==> src/rtl/rgb_sbitn2wrd.sv <==
// Serial bit strobes to DATA_BITS-wide pixel words, tagged with status and
// pixel index, buffered in a first-word-fall-through FIFO with valid/ready.
module rgb_sbitn2wrd #(
    parameter int DATA_BITS    = 24,
    parameter int FIFO_DEPTH   = 4,
    parameter int PIX_W        = 10,
    parameter bit MERGE_RESETS = 1'b1
) (
    input  logic                          clk,
    input  logic                          rst,
    input  logic                          strobe,
    input  logic                          sbit_value,
    input  logic                          stream_reset,
    output logic [DATA_BITS+7:0]          out_word,
    output logic [PIX_W-1:0]              out_pix,
    output logic                          out_valid,
    input  logic                          out_ready,
    output logic [$clog2(FIFO_DEPTH):0]   fifo_count,
    output logic                          ovf_sticky
);

    localparam int AW = $clog2(FIFO_DEPTH);
    localparam int CW = AW + 1;
    localparam int BW = $clog2(DATA_BITS);
    localparam int WW = DATA_BITS + 8;
    localparam logic [BW-1:0] TOP = BW'(DATA_BITS - 1);

    logic [1:0]           sync;
    logic                 run;
    logic                 strobe_d;
    logic                 rst_seen;
    logic                 ovf_pending;
    logic [BW-1:0]        bcount;
    logic [DATA_BITS-1:0] shreg;
    logic [DATA_BITS-1:0] filled;
    logic [PIX_W-1:0]     pix_cnt;

    logic                 ev;
    logic                 merge_skip;
    logic                 push_req;
    logic [WW-1:0]        push_word;
    logic                 pop;
    logic                 full;
    logic                 accept;
    logic                 drop;

    logic [WW-1:0]        mem_word [FIFO_DEPTH];
    logic [PIX_W-1:0]     mem_pix  [FIFO_DEPTH];
    logic [AW-1:0]        wr_ptr;
    logic [AW-1:0]        rd_ptr;

    // Reset release is synchronised; logic only acts once sync[1] is high.
    always_ff @(posedge clk or negedge rst) begin
        if (!rst) sync <= 2'b00;
        else      sync <= {sync[0], 1'b1};
    end
    assign run = sync[1];

    assign ev         = run && strobe && !strobe_d;
    assign merge_skip = MERGE_RESETS && rst_seen;

    always_comb begin
        filled         = shreg;
        filled[bcount] = sbit_value;
        push_req       = 1'b0;
        push_word      = '0;
        if (ev) begin
            if (!stream_reset) begin
                if (bcount == '0) begin
                    push_req  = 1'b1;
                    push_word = {1'b1, 1'b0, 1'b0, ovf_pending, 4'b0000, filled};
                end
            end else if (!merge_skip) begin
                // shreg holds received bits left-aligned, zeros below.
                push_req  = 1'b1;
                push_word = {1'b1, 1'b1, (bcount != TOP), ovf_pending, 4'b0000, shreg};
            end
        end
    end

    assign out_valid = (fifo_count != '0);
    assign pop       = out_valid && out_ready;
    assign full      = (fifo_count == CW'(FIFO_DEPTH));
    assign accept    = push_req && (!full || pop);
    assign drop      = push_req && full && !pop;

    // NOTE: state uses non-blocking assignments so every register samples pre-edge values.
    always_ff @(posedge clk or negedge rst) begin
        if (!rst) begin
            strobe_d    <= 1'b0;
            rst_seen    <= 1'b0;
            bcount      <= TOP;
            shreg       <= '0;
            pix_cnt     <= '0;
            ovf_pending <= 1'b0;
            ovf_sticky  <= 1'b0;
        end else begin
            strobe_d <= strobe;
            if (ev) begin
                if (!stream_reset) begin
                    rst_seen <= 1'b0;
                    if (bcount == '0) begin
                        shreg  <= '0;
                        bcount <= TOP;
                        if (pix_cnt != '1) pix_cnt <= pix_cnt + 1'b1;
                    end else begin
                        shreg  <= filled;
                        bcount <= bcount - 1'b1;
                    end
                end else if (!merge_skip) begin
                    shreg    <= '0;
                    bcount   <= TOP;
                    pix_cnt  <= '0;
                    rst_seen <= 1'b1;
                end
            end
            if (accept)    ovf_pending <= 1'b0;
            else if (drop) ovf_pending <= 1'b1;
            if (drop) ovf_sticky <= 1'b1;
        end
    end

    always_ff @(posedge clk or negedge rst) begin
        if (!rst) begin
            wr_ptr     <= '0;
            rd_ptr     <= '0;
            fifo_count <= '0;
        end else begin
            if (accept) wr_ptr <= wr_ptr + 1'b1;
            if (pop)    rd_ptr <= rd_ptr + 1'b1;
            if (accept && !pop)      fifo_count <= fifo_count + 1'b1;
            else if (pop && !accept) fifo_count <= fifo_count - 1'b1;
        end
    end

    // NOTE: storage is not reset; the head is masked to zero while the FIFO is empty.
    always_ff @(posedge clk) begin
        if (accept) begin
            mem_word[wr_ptr] <= push_word;
            mem_pix[wr_ptr]  <= pix_cnt;
        end
    end

    assign out_word = out_valid ? mem_word[rd_ptr] : '0;
    assign out_pix  = out_valid ? mem_pix[rd_ptr]  : '0;

endmodule
==> config.mk <==
export PLATFORM = sky130hd
export DESIGN_NAME = rgb_sbitn2wrd
export DESIGN_NICKNAME = d
export VERILOG_FILES = /design/src/rtl/rgb_sbitn2wrd.sv
export SDC_FILE = /design/constraint.sdc
export NUM_CORES = 1
export LEC_CHECK = 0
export ABC_AREA = 1
export ABC_CLOCK_PERIOD_IN_PS = 3100
export BUFFER_PORTS_ARGS = -buffer_cell sky130_fd_sc_hd__buf_4
export CAP_MARGIN = 10
export CORE_MARGIN = 2
export CORE_UTILIZATION = 43
export DETAILED_ROUTE_END_ITERATION = 10
export GPL_ROUTABILITY_DRIVEN = 0
export GPL_TIMING_DRIVEN = 0
export SYNTH_ARGS = -nofsm -noshare
export SYNTH_HDL_FRONTEND = slang
export SYNTH_SLANG_ARGS = --single-unit
==> constraint.sdc <==
create_clock -name clk -period 3.1 [get_ports clk]
set_input_delay 0.465 -clock clk [delete_from_list [all_inputs] [get_ports clk]]
set_output_delay 0.465 -clock clk [all_outputs]
set_load 0.05 [all_outputs]
# [After elaboration in Yosys (flattened, before gate mapping)]
# Memories as Yosys holds them, arrays and structs flattened.
# Cells that the tools add are included.
[word_totals] memories=2 regBits=52 mem_bits_rw=168 input_bits=6
[op_classes] eq_ne=4 reduce_logical=22 magnitude_cmp=2 n_mux=30 n_addsub=6
[mem_list] memory="mem_word" words=4 width=32 read_ports=1 rd_clocked_by_memory_dff=0 write_ports=1 line_no="47" rtl="logic [WW-1:0] mem_word [FIFO_DEPTH];"
[mem_list] memory="mem_pix" words=4 width=10 read_ports=1 rd_clocked_by_memory_dff=0 write_ports=1 line_no="48" rtl="logic [PIX_W-1:0] mem_pix [FIFO_DEPTH];"
[ops] operator="$mux W32" n=5
[ops] operator="$mux W24" n=3
[ops] operator="$mux W10" n=5
[ops] operator="$bwmux W24" n=1
[ops] operator="$mux W5" n=3
[ops] operator="$add A10 B1 Y10 const B" n=1
[ops] operator="$mux W1" n=10
[ops] operator="$ne A10 B10 Y1 const B" n=1
[ops] operator="$logic_and A1 B1 Y1" n=9
[ops] operator="$reduce_bool A2 Y1" n=4
[ops] operator="$lt A5 B6 Y1 const B" n=1
[ops] operator="$mux W3" n=2
[ops] operator="$demux W1 S5" n=1
[ops] operator="$ge A5 B1 Y1 const B" n=1
[ops] operator="$logic_not A5 Y1" n=1
[ops] operator="$ne A5 B5 Y1 const B" n=1
[ops] operator="$sub A5 B1 Y5 const B" n=1
[ops] operator="$add A2 B1 Y2 const B" n=2
[ops] operator="$logic_not A1 Y1" n=4
[ops] operator="$reduce_and A4 Y1" n=1
[ops] operator="$add A3 B1 Y3 const B" n=1
[ops] operator="$eq A3 B3 Y1 const B" n=1
[ops] operator="$reduce_bool A3 Y1" n=1
[ops] operator="$sub A3 B1 Y3 const B" n=1
[ops] operator="other kinds (3)" n=3

# [Logic depth before layout (Yosys ltp)]
[logic_depth] word_depth=9 ltp_mapped=13

# [Least setup slack after synthesis]
# No wires, ideal clock.
[synth_timing] path_type="input port to flip-flop" start="input port strobe" end="memory mem_pix[0][0] (enable)" path_buffers=0 arrival_ps=2701 setup_slack_ps=-35 setup_time_ps=433 cell_stages=6 path_cell_list="nand2_1 > nor2_2 > o21ai_4 > inv_4 > nand3_2 > nor2_1"
[synth_via] elab_chain_cells=6
[synth_rtl] element="start: declaration" line_no="11" rtl="input logic strobe,"
[synth_rtl] element="$logic_and A1 B1 Y1 (2 in a row)" line_no="59" rtl="assign ev = run && strobe && !strobe_d;"
[synth_rtl] element="$mux W1" line_no="67" rtl="if (ev) begin"
[synth_rtl] element="$logic_and A1 B1 Y1" line_no="84" rtl="assign accept = push_req && (!full || pop);"
[synth_rtl] element="$mux W1" line_no="138" rtl="if (accept) begin"
[synth_rtl] element="$mux W1 (not written as such)" line_no="140" rtl="mem_pix[wr_ptr] <= pix_cnt;"
[synth_rtl] element="end: declaration" line_no="48"
# Every way passes these cells.

# [Final worst setup path]
[layout_timing] start="register fifo_count[2]" end="output port out_word[29]"
[layout_via] elab_chain_cells=2
[layout_rtl] element="start: declaration" line_no="18" rtl="output logic [$clog2(FIFO_DEPTH):0] fifo_count,"
[layout_rtl] element="start signal: assignment" line_no="131" rtl="if (accept && !pop) fifo_count <= fifo_count + 1'b1;"
[layout_rtl] element="start signal: assignment" line_no="132" rtl="else if (pop && !accept) fifo_count <= fifo_count - 1'b1;"
[layout_rtl] element="$reduce_bool A3 Y1" line_no="81" rtl="assign out_valid = (fifo_count != '0);"
[layout_rtl] element="$mux W32" line_no="144" rtl="assign out_word = out_valid ? mem_word[rd_ptr] : '0;"
[layout_rtl] element="end: declaration" line_no="14" rtl="output logic [DATA_BITS+7:0] out_word,"
# Every way passes these cells.

==> results_dict.tcl <==
set metrics [dict create \
    io_pins 53 \
    routed_via_density 5.01 \
    netlist_area_um2 9060 \
    drtAntennaViolNets 0 \
    cts.path.max_buffers 3 \
    hpwlAfterDp_um 14000 \
    die_area_um2 22200 \
    dr.pass1.iters 7 \
    dr_wl_met3_um 854 \
    seq_area_um2 5870 \
    powerDensity_nw_per_um2 965 \
    die_x_um 149 \
    worstSkewPairLatency_ps 480 \
    vias 6358 \
    crit_buf_inv 3 \
    synthCells 901 \
    nFillCells 1844 \
    power.leakage_nw 3.98 \
    r2r_start "bcount[0]$_DFFE_PN1P_" \
    critical_path.max_stage_delay_ps 610 \
    slew_viol_final 0 \
    r2r_end "fifo_count[2]$_DFFE_PN0P_" \
    end_kind "output pin" \
    drc_errors 0 \
    synth-edff-count 152 \
    max_freq_ghz 0.336 \
    p_int_mw 5.82 \
    stdcell_count 1268 \
    post-route-period-util 0.961 \
    routed_wirelength_um 21300 \
    grt_pass1_wl_um 33700 \
    cp_cell_sequence "nor3_1, buf_2, buf_2, a21oi_1, buf_4" \
    overflow 0 \
    syn_avg_cell_area_um2 10.1 \
    die_h_um 149 \
    yosysUniqueCellTypes 39 \
    start_kind "flip-flop" \
    ff2ff_path_depth 12 \
    port_buffers 48 \
    cts_num_sinks 204 \
    maxSlewHeadroom 0.473 \
    yosysSeqAreaShare 0.648 \
    whs_ps 42.3 \
    wire_per_inst_um 16.8 \
    coreArea_um2 20800 \
    met2_length_um 10200 \
    wirelength_met1_um 9980 \
    syn_to_final_growth_pct 16.6 \
    placed_area_um2 9900 \
    finalPower_mw 10.2 \
    drive_gt1_frac 0.130 \
    setup_viol 0 \
    clk_pin_slew_worst_paths_ps 60 \
    setup-tns-final_ps 0 \
    drtIter0Drc 520 \
    r2r_slack_ps 390 \
    hold_buffers 0 \
    max-vdd-ir-drop_v 0.000542 \
    tightest_slew_ps 789 \
    post-route-util 0.507 \
    p_sw_mw 4.38 \
    grt.total_usage 0.196 \
    cts_resized 0 \
    layout.nets 997 \
    crit_arrival_ps 2510 \
    fin_crit_ps 2980 \
    rows 53 \
    yosys_warnings 0 \
    swShare 0.429 \
    antenna_found_initial 0 \
    top_layer "met4" \
    multiInputGateArea_um2 2850 \
    pwr-share-seq 0.323 \
    cpMostUsedCell "buf_2" \
    maxCapViolCount 0 \
    n_antenna_cell 0 \
    rsz0062_at_grt "no" \
    ys_async_sr_fraction 0.255 \
    required_ps 2630 \
    synth_seq_cells 204 \
    cts_tree "done" \
    cts_root_buffer "clkbuf_16" \
    grt_start_max_net_pins 53 \
    first_global_vias 6154 \
    cts-buffers-inserted 21 \
    dp.cells 1231 \
    status "complete, no violations" \
    critPathTopFamily "buffers and inverters" \
    pre_cts_ws_ps 387 \
    pwr-share-clk 0.240 \
    final-hold-violation-count 0 \
    finalClockSkew_ps 8.31 \
    pwr-share-comb 0.437 \
    h-tree-depth 1 \
    crit_path_max_fanout 10 \
    cts_setup_buffers 0 \
    hp-class "input pin to asynchronous set/reset pin" \
    critical_path_class "flip-flop to output pin" \
    worst_path_max_delay_cell "nor3_1" \
    design_area_um2 10600 \
    start_util 0.435 \
    synthFlopType "edfxtp_1" \
    final.setup.worst_slack_ps 121 \
]
-- worst max-delay path by stage --
stage | start | end | cells past startpoint
2_1_floorplan | strobe | mem_pix[0][0]$_DFFE_PP_ | 6
3_3_place_gp | bcount[0]$_DFFE_PN1P_ | mem_word[1][10]$_DFFE_PP_ | 6
3_5_place_dp | bcount[0]$_DFFE_PN1P_ | fifo_count[2]$_DFFE_PN0P_ | 12
4_1_cts | fifo_count[1]$_DFFE_PN0P_ | out_word[16] | 5
6_report | fifo_count[2]$_DFFE_PN0P_ | out_word[29] | 5
5_1_grt | fifo_count[0]$_DFFE_PN0P_ | out_word[16] | 5
-- flip-flops by register name (all words and copies together), names as in the netlist, 2 cells and up --
| name | count |
|---|---|
| shreg | 24 |
| fifo_count | 3 |
| mem_word | 112 |
| bcount | 5 |
| sync | 2 |
| wr_ptr | 2 |
| rd_ptr | 2 |
| mem_pix | 40 |
| pix_cnt | 10 |
-- cells by family after synthesis --
family,Yosys count,synth area share
DFF,204,0.648
other,2,0.000829
adders and majority gates,12,0.0174
buffers and inverters,82,0.0420
AOI/OAI and AO/OA,183,0.104
and+or+nand+nor,412,0.182
xor gates and xnor gates,6,0.00580
-- per-layer routing --
layer	up-vias	global-route usage
met2	124	0.327
met3	22	0.0208
li1	3186	-
met5	-	0
met1	3026	0.277
met4	0	0.0448
-- cells in the mapped netlist (5+ instances only) --
master / count / area, µm²
o21ai_0: 106 / 531
nor2_1: 220 / 826
edfxtp_1: 152 / 4560
dfrtp_1: 48 / 1200
buf_6: 5 / 56.3
nor3_1: 5 / 25.0
nand3_1: 16 / 80.1
nand2_1: 153 / 574
a21oi_1: 44 / 220
ha_1: 11 / 138
inv_1: 27 / 101
clkbuf_1: 23 / 86.3
inv_2: 5 / 18.8
buf_2: 12 / 60.1
o21ai_1: 27 / 135
-- power by group through the flow --
stage | Combinational, mW | Clock, mW | Sequential [mW]
CTS | 4.50 | 2.49 | 3.30
finish | 4.45 | 2.45 | 3.30
global route | 4.80 | 2.61 | 3.33
floorplan | 3.03 | 0 | 3.40
detailed placement | 4.48 | 0 | 3.35
global placement | 4.42 | 0 | 3.35
-- area by class of cell --
type | count | area share
Tap cell | 275 | 0.0326
Sequential cell | 204 | 0.556
Multi-Input combinational cell | 618 | 0.270
Timing Repair Buffer | 52 | 0.0431
Buffer | 48 | 0.0234
Inverter | 34 | 0.0126
Clock buffer | 32 | 0.0555
Clock inverter | 5 | 0.00746
-- cell usage in the layout, fill, tap and decap left out, types with 3 or more instances in the layout --
cell type,count
o21ai_0,106
nand4_1,4
nor3_1,5
buf_2,12
dfstp_2,4
conb_1,5
edfxtp_1,152
a21oi_1,44
inv_2,5
inv_1,27
nor2_4,5
buf_4,52
nor2_2,3
ha_1,11
clkbuf_16,21
buf_6,5
clkbuf_1,32
xnor2_1,4
buf_1,4
dfrtp_1,48
nand3_1,16
nor2_1,216
o21ai_1,27
nand2_1,153
-- worst reg2reg max path: stages (launching register included) --
cell and delay (ps):
dfstp_2 390, inv_1 140, ha_1 390, nand2_2 140, nand2_4 120, nand3_2 250, inv_1 200, ha_1 160
inv_1 60, fa_1 370, a21oi_1 130, o21ai_0 110, xnor2_1 130
(Power assumes the default switching activity.)
